**src/rtl/rr_arbiter_8.sv**
```systemverilog
// Round-robin arbiter with a registered one-hot grant, owner release, and a hold-time limit.
// Between two grants there is always at least one idle cycle.
//
// state | meaning
// ------+-------------------------------------------------------------
// IDLE  | no grant; the next winner is chosen from req, starting after last
// GRANT | grant held for owner own_q; hold_q counts the cycles held
module rr_arbiter_8 #(
  parameter int N        = 8,
  parameter int HOLD_MAX = 15
) (
  input  logic         clk,
  input  logic         rst_n,
  input  logic [N-1:0] req,
  input  logic         done,
  output logic [N-1:0] grant,
  output logic         gnt_valid,
  output logic         timeout
);

  localparam int LW = $clog2(N);
  localparam int HW = $clog2(HOLD_MAX + 1);

  typedef enum logic {
    IDLE  = 1'b0,
    GRANT = 1'b1
  } state_t;

  state_t        state_q, state_d;
  logic [N-1:0]  grant_q, grant_d;
  logic [LW-1:0] last_q, last_d;
  logic [LW-1:0] own_q, own_d;
  logic [HW-1:0] hold_q, hold_d;
  logic          timeout_q, timeout_d;

  logic [LW-1:0] win;
  logic [LW-1:0] cand;
  logic          found;
  logic          rel_done, rel_drop, rel_lim;

  // Search starts one past the previous owner and wraps modulo N.
  always_comb begin
    win   = '0;
    cand  = '0;
    found = 1'b0;
    for (int i = 1; i <= N; i++) begin
      cand = LW'((int'(last_q) + i) % N);
      if (!found && req[cand]) begin
        found = 1'b1;
        win   = cand;
      end
    end
  end

  assign rel_done = done;
  assign rel_drop = ~req[own_q];
  assign rel_lim  = (hold_q == HW'(HOLD_MAX - 1));

  always_comb begin
    state_d   = state_q;
    grant_d   = grant_q;
    last_d    = last_q;
    own_d     = own_q;
    hold_d    = hold_q;
    timeout_d = 1'b0;
    case (state_q)
      IDLE: begin
        if (found) begin
          grant_d      = '0;
          grant_d[win] = 1'b1;
          own_d        = win;
          hold_d       = '0;
          state_d      = GRANT;
        end
      end
      GRANT: begin
        if (rel_done || rel_drop || rel_lim) begin
          grant_d   = '0;
          last_d    = own_q;
          hold_d    = '0;
          state_d   = IDLE;
          // Only a pure counter expiry counts as a forced release.
          timeout_d = rel_lim & ~rel_done & ~rel_drop;
        end else begin
          hold_d = hold_q + 1'b1;
        end
      end
      default: begin
        state_d = IDLE;
        grant_d = '0;
        hold_d  = '0;
      end
    endcase
  end

  always_ff @(posedge clk or negedge rst_n) begin
    if (!rst_n) begin
      state_q   <= IDLE;
      grant_q   <= '0;
      last_q    <= LW'(N - 1);
      own_q     <= '0;
      hold_q    <= '0;
      timeout_q <= 1'b0;
    end else begin
      state_q   <= state_d;
      grant_q   <= grant_d;
      last_q    <= last_d;
      own_q     <= own_d;
      hold_q    <= hold_d;
      timeout_q <= timeout_d;
    end
  end

  assign grant     = grant_q;
  assign gnt_valid = |grant_q;
  assign timeout   = timeout_q;

endmodule

```
**config.mk**
```make
export PLATFORM = sky130hd
export DESIGN_NAME = rr_arbiter_8
export DESIGN_NICKNAME = d
export VERILOG_FILES = /design/src/rtl/rr_arbiter_8.sv
export SDC_FILE = /design/constraint.sdc
export NUM_CORES = 1
export LEC_CHECK = 0
export ABC_AREA = 1
export CORE_ASPECT_RATIO = 0.5
export CORE_MARGIN = 4
export CORE_UTILIZATION = 50
export CTS_CLUSTER_DIAMETER = 150
export DETAILED_ROUTE_END_ITERATION = 12
export PLACE_DENSITY = 0.73
export SLEW_MARGIN = 20
export SYNTH_ARGS = -nofsm -noshare
export SYNTH_HDL_FRONTEND = slang
export SYNTH_SLANG_ARGS = --single-unit
export TNS_END_PERCENT = 30
```
**constraint.sdc**
```tcl
create_clock -name clk -period 6.9 [get_ports clk]
set_input_delay 1.38 -clock clk [delete_from_list [all_inputs] [get_ports clk]]
set_output_delay 1.38 -clock clk [all_outputs]
set_load 0.05 [all_outputs]
```
==> metrics <==
status finished, final reports clean; clk_skew 0.000831 ns; met2 wire length around 1.8 mm; via count approximately 1600; min cycle time layout 3.21 ns; Area Overhead vs Synth 16.3%; M1 WL about 2.1 mm; antenna cells 0; CTS Buf Count 3; antenna violations before repair 0; reg2reg setup slack between 3 and 4 ns; DRT iter0 DRCs around 100; hold_sp grant[1]$_DFFE_PN0P_; r2r endpoint grant[1]$_DFFE_PN0P_; Avg Synthesized Cell Area approximately 7 sq um; largest net degree at the start of global routing 21; htree depth 1; placer congestion estimate between 0.8 and 0.9; Synth Instances 249; post-layout net count around 280; critical path endpoint category output pin; mux contribution to synthesized area 0%; CP startpoint kind flop; Final WS setup 3.69 ns; Wirelength per Cell 13.2 microns; DIE HEIGHT 50.0 microns; CTS root buffer clkbuf_8; Hold Crit Class flop to flop; Max clock buf depth 2; MaxCap Viol Count 0; Seq/Total Area, Yosys 28.5%; antenna-violating nets left 0; Post-CTS Setup Inserts 0; Die W a little over 90 microns; clock latency on the worst-skew pair 0.25 ns; highest clock rate just over 300 MHz; Initial Utilization 55.5%; vias in the first global route about 1500; Compound-Gate Fraction of Synth Area a little under a tenth; num ports 21; Post-Synth Adder-Cell Area 2.83%; largest family of logic cells by synthesized area simple AND/OR/NAND/NOR gates; fill count 312; final wirelength 4.17 mm; Hold Path Stages 2; DP HPWL around 3.3 mm; share of layout cells above drive strength 1 ~16%; Final Hold Vio Count 0; Hold Crit Endpoint grant[1]$_DFFE_PN0P_; Post-CTS Hold Buffers 0; Slew @ Worst Pin just under 0.9 ns; TritonCTS clock tree done; Port Buffer Count 20; Final period util between 40% and 50%; RSZ-0062 raised after global routing no; Synth Area in Simple Gates about 48%; core footprint between 3000 and 4000 sq um; max_slew headroom 42.1%; Primary FF master, synth dfrtp_1; number of synthesized flops with an enable pin 0; Worst R2R Path Depth 16; first-pass GRT wire length approximately 7.3 mm; WP data arrival 1.83 ns; vias per std cell 5.21; yosys warns 0; Synth Area in XOR/XNOR roughly 2.9%; gr ovfl total 0; full die area around 4600 sq um; CTS resizes 0; non-filler cells, final approximately 320; final setup vio count 0; max-slew violations 0; # DRC 0; syn nets roughly 260; Post-Place Cells roughly 310; Rows 14; RR Startpoint last_q[0]$_DFFE_PN1P_; TritonRoute pass-1 iters 4; Synth Register Bits 20; WP data required 5.52 ns; Tot GR Track Use between 10% and 20%; clk sink count 20; Netlist cell types 35; Post-Place Setup Slack about 3.4 ns; fraction of registers with async set/reset between 90% and 100%; Setup TNS 0 ns; CP max FO 3; Top Layer Used met4; cell area after synthesis roughly 1800 sq um; WL met3 approximately 180 microns; WS Path Type flop to output pin; clk slew on worst S/H paths approximately 0.07 ns
==> cells by family after synthesis <==
group | Yosys count
adder cells (fa/ha/maj) | 4
flip-flops | 20
buffers and inverters | 32
XOR/XNOR | 5
AO/OA/AOI/OAI | 26
AND/OR/NAND/NOR | 162
==> flip-flops by register name, indices dropped and copies added (netlist names) <==
register	flops
timeout	1
state_q	1
own_q	3
last_q	3
hold_q	4
grant	8
==> stage by stage <==
stage                     cell area (sq um)  hold WS, ns  util (%)
after CTS                              2060        0.529      64.5
after global routing                   2060        0.571      64.5
after floorplan                        1770        0.478         -
final                                  2060        0.522      64.5
after global placement                 1990        0.490      62.3
after detailed placement               1990        0.498      62.3
==> worst max-delay path, stage by stage (launching register included) <==
cell and delay [ns]:
dfrtp_1 0.42, nor4_1 0.35, nand2_1 0.09, clkdlybuf4s50_1 0.71
==> per-layer routing <==
metal / GRT usage, % / vias to the layer above
li1: - / 857
met2: 31.3 / 36
met5: 0 / -
met1: 28.5 / 751
met3: 2.58 / 2
met4: 5.17 / 0
==> Yosys cell counts, types with 3 or more instances <==
cell / n / area, sq um
nand2_1: 78 / 293
nand3_1: 26 / 130
inv_1: 23 / 86.3
nor2_1: 21 / 78.8
dfrtp_1: 17 / 425
nand3_2: 12 / 120
o21ai_0: 12 / 60.1
nand2_2: 8 / 50.1
ha_1: 4 / 50.1
o22ai_1: 4 / 25.0
a21oi_1: 3 / 15.0
dfstp_2: 3 / 78.8
inv_2: 3 / 11.3
nand2_4: 3 / 33.8
nand4_1: 3 / 18.8
==> area by class of cell <==
type / instances / area [sq um] / area share [%]
clock buffer: 3 / 41.3 / 2.01
clock inverter: 1 / 30.0 / 1.46
inverter: 27 / 104 / 5.05
multi-input combinational: 197 / 1120 / 54.3
sequential: 20 / 504 / 24.5
tap: 48 / 60.1 / 2.92
timing repair buffer: 20 / 200 / 9.73
==> worst max-delay path by stage <==
stage | from | to | slack (ns) | cells after the start
finish | grant[5]$_DFFE_PN0P_ | gnt_valid | 3.69 | 3
global route | req[2] | grant[4]$_DFFE_PN0P_ | 3.51 | 14
detailed placement | req[6] | grant[1]$_DFFE_PN0P_ | 3.44 | 15
global placement | req[6] | grant[1]$_DFFE_PN0P_ | 3.48 | 15
CTS | grant[5]$_DFFE_PN0P_ | gnt_valid | 3.69 | 3
floorplan | req[6] | grant[1]$_DFFE_PN0P_ | 4.19 | 14
==> cell usage in the layout (no fill, tap or decap), types with 4 or more instances in the layout <==
| cell | instances |
|---|---|
| inv_1 | 23 |
| nand3_1 | 26 |
| nor2_1 | 21 |
| dfrtp_1 | 17 |
| nand3_2 | 12 |
| nand2_2 | 8 |
| o21ai_0 | 12 |
| ha_1 | 4 |
| o22ai_1 | 4 |
| clkdlybuf4s50_1 | 20 |
| nand2_1 | 78 |
Power is not shown: default switching activity piles up to over one toggle a cycle in this logic, so the estimate is an artifact.
